==> config.mk <==
export PLATFORM = sky130hd
export DESIGN_NAME = aoi_4input
export DESIGN_NICKNAME = d
export VERILOG_FILES = /design/src/rtl/aoi_4input.sv
export SDC_FILE = /design/constraint.sdc
export NUM_CORES = 1
export LEC_CHECK = 0
export ABC_AREA = 0
export CORE_AREA = 5 5 42 44
export DETAILED_ROUTE_END_ITERATION = 8
export DIE_AREA = 0 0 47 49
export GPL_TIMING_DRIVEN = 0
export PLACE_DENSITY = 0.7
export SLEW_MARGIN = 20
export SYNTH_ARGS = -nofsm -noshare
export SYNTH_HDL_FRONTEND = slang
export SYNTH_SLANG_ARGS = --single-unit
==> constraint.sdc <==
create_clock -name clk -period 2.5 [get_ports clk]
set_input_delay 0.5 -clock clk [delete_from_list [all_inputs] [get_ports clk]]
set_output_delay 0.5 -clock clk [all_outputs]
set_load 0.01 [all_outputs]
==> src/rtl/aoi_4input.sv <==
// AND-OR-INVERT cell with a registered, pipelined copy of the result
// and a saturating counter of output changes.
module aoi_4input #(
  parameter int PIPE_STAGES = 1,
  parameter int CNT_W       = 8
) (
  output logic             y,
  input  logic             a,
  input  logic             b,
  input  logic             c,
  input  logic             d,
  input  logic             clk,
  input  logic             rst,
  output logic             y_q,
  output logic [CNT_W-1:0] chg_cnt
);

  generate
    if (PIPE_STAGES < 1 || PIPE_STAGES > 8) begin : g_bad_pipe
      $error("aoi_4input: PIPE_STAGES out of range 1..8");
    end
    if (CNT_W < 1 || CNT_W > 32) begin : g_bad_cnt
      $error("aoi_4input: CNT_W out of range 1..32");
    end
  endgenerate

  assign y = ~((a & b) | (c & d));

  // Reset asserts at once; release waits two edges so it lands cleanly.
  logic [1:0] rst_sync;
  logic       run;

  always_ff @(posedge clk or posedge rst) begin
    if (rst) rst_sync <= '0;
    else     rst_sync <= {rst_sync[0], 1'b1};
  end

  assign run = rst_sync[1];

  logic [PIPE_STAGES-1:0] pipe;
  logic [PIPE_STAGES-1:0] pipe_nxt;

  generate
    if (PIPE_STAGES == 1) begin : g_one
      assign pipe_nxt = y;
    end else begin : g_many
      assign pipe_nxt = {pipe[PIPE_STAGES-2:0], y};
    end
  endgenerate

  always_ff @(posedge clk or posedge rst) begin
    if (rst)      pipe <= '1;
    else if (run) pipe <= pipe_nxt;
  end

  assign y_q = pipe[PIPE_STAGES-1];

  logic chg;
  logic sat;

  assign chg = pipe_nxt[PIPE_STAGES-1] != pipe[PIPE_STAGES-1];
  assign sat = &chg_cnt;

  always_ff @(posedge clk or posedge rst) begin
    if (rst)                     chg_cnt <= '0;
    else if (run && chg && !sat) chg_cnt <= chg_cnt + 1'b1;
  end

endmodule

==> results.md, run 1 <==
Run status:
- The run finished with clean final reports.

Pwr:
- The sequential share of power is 44.4%.
- Summed over all cells, the static leakage comes to 0.310 nW.
- In this run switching power makes up 33.3% of total power.
- IR analysis of the VDD net gives a maximum drop of 0.477 mV.
- In this run the power spent charging and discharging nets is 0.223 mW.
- Combinational logic burns 37.9% of the power.
- The power density over the cells is 914 mW/mm^2.
- The internal portion of total power is 0.447 mW.
- The fraction of power consumed by the clock network is 17.7%.

Setup path:
- By startpoint and endpoint, the worst setup path is classified as input port to primary output.
- The cell with the largest stage delay on the worst path is clkdlybuf4s50_1.
- The signal on the critical path passes through clkdlybuf4s50_1 > a22oi_4 > clkdlybuf4s50_1.
- STA classifies the critical path startpoint as an input port.
- The sum of buffers and inverters on the critical path is 2.
- For this run, the slowest stage of the critical path takes 0.57 ns.
- Grouping stages by cell kind, the critical path spends the most delay in buffers and inverters.
- STA puts the critical path data required time at 2.00 ns.
- At the worst endpoint, the arrival time is 1.77 ns.
- The worst setup path is captured at a primary output.
- The most numerous cell type found on the critical path is clkdlybuf4s50_1.
- The critical-path maximum fanout is 3.

Floorplan:
- The number of rows in the core area is 14.
- The core area is 0.00140 sq mm.
- The area of the die is 0.00230 sq mm.
- Once the floorplan was initialized, standard cells occupied 38.3% of the core.
- The die height is 49 um.
- The die outline width is 47 um.
- During I/O placement, the number of pins put on the boundary was 16.

Clock network:
- For this design, the sink count on the clock tree is 11.
- The post-CTS setup-driven buffer insertion count is 0.
- Clock-pin slew was measured on the worst setup and hold paths at 0.07 ns.
- Counting the buffers created by CTS gives 3.
- The cts-stage hold buffer count is 0.
- The post-cts sizing count is 0.
- TritonCTS built the clock tree.
- CTS built an H-tree with a depth of 1.
- The worst-skew pair later-pin latency is 0.26 ns.
- The cell at the root of the clock tree is clkbuf_4.
- The buffer levels on the longest clock path is 2.

GRT:
- The number of global-route vias before repair came to 405.
- The total global-route track usage is 11.2%.
- The total grt overflow is 0.
- The initial antenna violation count is 0.
- Entering global routing, the biggest net connects 12 pins.
- The first global-routing pass estimated 1850 um of wire.

Timing:
- Setup violations remaining at the end of the flow were counted as 0.
- The worst path in the final design needs a cycle of 2.27 ns, including I/O delays and setup.
- Setup repair after global routing left no endpoint under its margin.
- The worst clock skew on the final layout is 0.000550 ns.
- The final-report hold violation count is 0.
- After routing, the total negative slack on setup checks comes to 0 ns.
- The fmax is 0.440 GHz.
- In the finished design, the share of the clock period the worst path needs comes to 90.8%.
- The number of max-slew violations in the final report came to 0.

Route:
- Before antenna repair, the detailed router went through 3 iterations.
- The number of remaining DRC errors is 0.
- The via-per-instance ratio is 5.09.
- In this run, the number of DRC markers left after iteration 0 of detailed routing was 6.
- Detailed routing inserted a total of 407 vias.
- Dividing the detail-routed wire length by the instance count gives 12.0 um.
- The final layout contains routed wiring with a total length of 959 um.
- Once detail routing completed, the nets flagged for antenna violations numbered 0.

Layout:
- In the layout the commonest cells are 15 x clkdlybuf4s50_1, 10 x dfrtp_1, 4 x nand2_1.
- The post-route standard cell area excluding fillers is 733 sq um.
- The utilization after layout is 52.3%.
- The final layout net count is 72.
- The library cell used most frequently in the layout, excluding fill and tap cells, is clkdlybuf4s50_1.
- The finished layout holds 80 standard cells, fillers aside.
- The share of cells above drive strength 1 is 14.1%.
- The number of antenna diodes in the final layout is 0.
- Relative to the synthesized area, the layout overhead comes to 36.6%.

Yosys:
- In the synthesized netlist the dominant register cell turns out to be dfrtp_1.
- The number of warnings reported in the yosys synthesis log is 0.
- In the synthesized netlist, the number of instances is 45.
- The number of flops mapped to enable cells by yosys is 0.
- The share of the Yosys chip area taken by registers is 51.5%.
- Synthesis produced a netlist with a net count of 52.
- After synthesis the cells add up to 537 sq um.
- The fraction of synthesis flops using an asynchronous set or reset pin is 100%.
- The total of flip-flops plus latches after synthesis is 11.
- The average size of a mapped cell is 11.9 sq um.
- The netlist uses 23 different library cells.

Run:
- The number of max-cap violations is 0.

Place:
- Detailed placement ended at an HPWL of 711 um.
- The placer congestion estimate is 0.760.
- The placed standard-cell area is 707 sq um.
- During placement, the flow inserted port buffers numbering 15.
- In this run, placement finished with an instance count of 76.

Worst hold path:
- The path category of the worst min-delay check is flip-flop to flip-flop.
## layer usage
layer,part of all wire (%),up-vias,GRT usage (%)
met1,47,189,17.2
met4,2.9,0,8.29
met5,0,-,0
met2,41,14,12.7
li1,-,200,-
met3,8.6,4,2.95
## cells by family (layout without fill, tap and decap cells)
family	Yosys count	after routing	share of synthesized area, %
AOI/OAI and AO/OA	9	9	14.5
and+or+nand+nor	14	14	13.1
muxes	5	5	13.3
DFF	11	11	51.5
adders and majority gates	1	1	2.33
other	1	1	0.699
buffers and inverters	2	21	1.40
xor gates and xnor gates	2	2	3.26
## state kept, by name, summed over array words and instances (netlist names)
register  count
chg_cnt       8
rst_sync      2
y_q           1
## path summary, 6_finish.rpt
check,from,end,slack (ns),depth (start not counted)
worst max-delay path,a,y,0.23,3
worst min-delay path,rst_sync[0],rst_sync[1],0.35,0
worst max register to register,chg_cnt[0],chg_cnt[1],0.94,4
worst min register to register,rst_sync[0],rst_sync[1],0.35,0
max in group asynchronous,rst,y_q,1.67,2
min in group asynchronous,rst,chg_cnt[6],0.52,2
## cells in the mapped netlist (2+ instances only)
library cell | n | share of area, %
a21oi_1 | 3 | 2.8
a31oi_1 | 3 | 3.5
dfrtp_1 | 10 | 47
inv_1 | 2 | 1.4
mux2_1 | 2 | 4.2
nand2_1 | 4 | 2.8
nand3_1 | 2 | 1.9
nand4_1 | 3 | 3.5
nor2_1 | 2 | 1.4
## metrics by stage
stage                     hold slack, ns  setup WS, ns  power, mW
final                              0.350         0.230      0.670
after global routing               0.370         0.190      0.727
after CTS                          0.350         0.214      0.680
after detailed placement           0.336         0.214      0.559
after global placement             0.333         0.223      0.556
after floorplan                    0.331         0.808      0.422
## power groups by stage
stage / Sequential [mW] / Clock, mW / Combinational [mW]
floorplan: 0.312 / 0 / 0.110
global placement: 0.300 / 0 / 0.256
detailed placement: 0.301 / 0 / 0.258
CTS: 0.298 / 0.122 / 0.259
global route: 0.314 / 0.131 / 0.282
finish: 0.298 / 0.119 / 0.254
## area by class of cell
type	instances	area [sq um]
flip-flops and latches	11	277
well taps	16	20.0
inverters	2	7.51
clock buffers	4	26.3
multi-input cells	32	253
fillers	136	668
repair buffers	15	150
(Power assumes the default switching activity.)
==> run 2, diff against run 1 <==
--- a/config.mk
+++ b/config.mk
@@ -7,6 +7,7 @@
 export LEC_CHECK = 0
 export ABC_AREA = 0
 export CORE_AREA = 5 5 42 44
+export CTS_BUF_LIST = sky130_fd_sc_hd__clkbuf_4
 export DETAILED_ROUTE_END_ITERATION = 8
 export DIE_AREA = 0 0 47 49
 export GPL_TIMING_DRIVEN = 0
==> run 2 against run 1 <==
  * Critical path depth unchanged
  * Fmax about the same
  * Wire length increased by 1.5%
  * Clock power increased by 9%
  * Clock skew about the same
==> results.md, run 2 (same netlist as run 1, synthesis figures left out) <==
Run status:
- The flow ran to the end, and the final reports show no timing, DRC or antenna violations.

Layout:
- The count of inserted antenna diode cells is 0 (unchanged).
- The final layout net count is 72 (unchanged).
- The utilization after layout came to 52.6% (+0.27 points).
- The library cell used most frequently in the layout, excluding fill and tap cells, is clkdlybuf4s50_1.
- Relative to the synthesized area, the layout overhead comes to 37.3%.
- The share of cells above drive strength 1 is 15.6% (+1.6 points).
- Ranked by flip-flop count, first place goes to chg_cnt.
- The layout filler cell count is 137 (+0.74%).
- The number of flip-flops under the largest register name came to 8 (unchanged).
- Leaving out fill and tap cells, the most frequent cells in the layout are 15 x clkdlybuf4s50_1, 10 x dfrtp_1, 4 x nand2_1, 4 x clkbuf_4.

Floorplan:
- The die outline width is 47 um (unchanged).
- The core area is 0.00140 sq mm (unchanged).
- The die height came to 49 um (unchanged).
- The number of rows in the core area was 14 (unchanged).
- The area of the die came to 0.00230 sq mm (unchanged).
- The starting density of the core is 38.3% (unchanged).
- The I/O pin count was 16 (unchanged).

Pwr:
- The power density over the cells is 927 mW/mm^2 (+1.3%).
- The fraction of power consumed by the clock network is 19.0% (+1.3 points).
- The power dissipated by switching net loads was 0.225 mW (+0.72%).
- The leakage power summed over all cells was 0.314 nW (+1.1%).
- The power share of the combinational group came to 37.3% (-0.6 points).
- The proportion of total power due to net switching is 33.0% (-0.37 points).
- The internal portion of total power is 0.458 mW (+2.4%).
- The sequential share of power is 43.8% (-0.6 points).
- The worst supply voltage drop on vdd was 0.478 mV (about the same).

Setup path:
- The data arrival time at the worst-slack endpoint is 1.77 ns (about the same).
- The critical path data required time is 2.00 ns (about the same).
- The cell depth of the worst flop-to-flop path is 4 (unchanged).
- The origin of the critical flop-to-flop path is chg_cnt[0].
- The critical-path maximum fanout is 3 (unchanged).
- The worst setup path is captured at a primary output.
- The worst setup path category is input port to primary output.
- The worst register-to-register path ends at chg_cnt[1].
- The startpoint class of the critical path is an input port.
- The register-to-register setup slack is 0.93 ns (about the same).

Timing:
- The worst path setup slack after routing was 0.229 ns (-0.000343 ns).
- The setup TNS is 0 ns (unchanged).
- The worst hold slack after final layout is 0.350 ns (unchanged).
- The number of max-slew violations in the final report is 0 (unchanged).
- Setup repair after global routing left no endpoint under its margin.
- The final-report hold violation count came to 0 (unchanged).
- The shortest clock period the worst path allows after layout is 2.27 ns (+0.000343 ns).
- The final period utilization is 90.8% (about the same).
- The fmax was 0.440 GHz (about the same).
- The total setup violations reported at the end of the flow is 0 (unchanged).
- The worst clock skew on the final layout was 0.000808 ns (+0.000258 ns).

Clock network:
- The buffer levels on the longest clock path is 2 (unchanged).
- The number of buffers created by CTS was 3 (unchanged).
- The post-CTS setup-driven buffer insertion count is 0 (unchanged).
- The CTS H-tree depth is 1 (unchanged).
- The TritonCTS clock tree is built.
- The clock sink count came to 11 (unchanged).
- The cell sitting at the root of the clock tree is a clkbuf_4.
- The worst-skew pair later-pin latency came to 0.26 ns (about the same).
- The post-cts sizing count is 0 (unchanged).
- The cts-stage hold buffer count is 0 (unchanged).
- The clock slew at the register clock pins of the worst setup and hold paths is 0.07 ns (about the same).

GRT:
- The first-pass GRT wire length is 1850 um (unchanged).
- The number of global-route vias before repair is 405 (unchanged).
- The initial antenna violation count is 0 (unchanged).
- The total global-route track usage is 11.2% (unchanged).
- The total grt overflow is 0 (unchanged).
- The maximum number of pins on one net before global-route repair is 12 (unchanged).

Route:
- The via-per-instance ratio is 5.06 (-0.49%).
- The number of remaining DRC errors is 0 (unchanged).
- The met2 wirelength from detailed routing came to 397 um (unchanged).
- After detailed routing, no signal wire sits above met4.
- The met3 wirelength from detailed routing is 82 um (unchanged).
- The routed metal-1 wirelength came to 464 um (+3.1%).
- The count of antenna-violating nets left after detailed routing came to 0 (unchanged).
- The routed wire length per instance is 12.2 um (+1.5%).
- The total wire length after detailed routing is 973 um (+1.5%).
- The number of vias after detailed routing came to 405 (-0.49%).
- The number of DRC violations after detailed-routing iteration 0 is 2 (-4).
- The detailed-router iteration count before antenna repair is 2 (-1).

Worst hold path:
- The min-delay analysis places its worst path in the category flip-flop to flip-flop.
- The path with the worst hold slack has its endpoint at rst_sync[1].
- The start point of the worst hold path is rst_sync[0].
- The instance count along the most critical hold path came to 0 (unchanged).

Place:
- The worst setup slack after placement is 0.214 ns (unchanged).
- The placer congestion estimate is 0.760 (unchanged).
- The count of buffers inserted at the top-level ports is 15 (unchanged).
- The HPWL after detailed placement is 711 um (unchanged).

Run:
- The number of max-cap violations is 0 (unchanged).
run 2: cell counts in the layout (fill, tap and decap cells not counted):
Identical to the previous run, type by type.
run 2: power by group through the flow:
| stage | sequential, mW | clock, mW | combinational [mW] |
|---|---|---|---|
| 2_1_floorplan | 0.312 | 0 | 0.110 |
| 3_3_place_gp | 0.300 | 0 | 0.256 |
| 3_5_place_dp | 0.301 | 0 | 0.258 |
| 4_1_cts | 0.298 | 0.133 | 0.259 |
| 5_1_grt | 0.314 | 0.141 | 0.282 |
| 6_report | 0.299 | 0.130 | 0.254 |
run 2: per-stage QoR:
stage               instances  total power [mW]  cell area [sq um]
floorplan                  45             0.422                537
global placement           76             0.556                707
CTS                        80             0.691                737
detailed placement         76             0.559                707
global route               80             0.738                737
finish                     80             0.683                737
run 2: worst max-delay path by stage:
stage | end | start | cells past startpoint | slack (ns)
6_report | y | a | 3 | 0.23
3_5_place_dp | y | a | 3 | 0.21
5_1_grt | y | a | 3 | 0.19
4_1_cts | y | a | 3 | 0.21
3_3_place_gp | y | a | 3 | 0.22
2_1_floorplan | chg_cnt[1] | a | 4 | 0.81
run 2: worst max-delay path, stage by stage:
cell and delay, ns:
clkdlybuf4s50_1 0.44, a22oi_4 0.25, clkdlybuf4s50_1 0.57
run 2: final cells by class:
type                    count  area (sq um)  share of cell area (%)
well taps                  16          20.0                    2.72
inverters                   2          7.51                    1.02
flip-flops and latches     11           277                    37.5
clock buffers               4          30.0                    4.07
multi-input cells          32           253                    34.3
repair buffers             15           150                    20.4
run 2: layer usage:
layer | up-vias | track usage [%]
met5 | - | 0
met4 | 0 | 8.29
met3 | 4 | 2.95
met2 | 14 | 12.7
met1 | 188 | 17.2
li1 | 199 | -
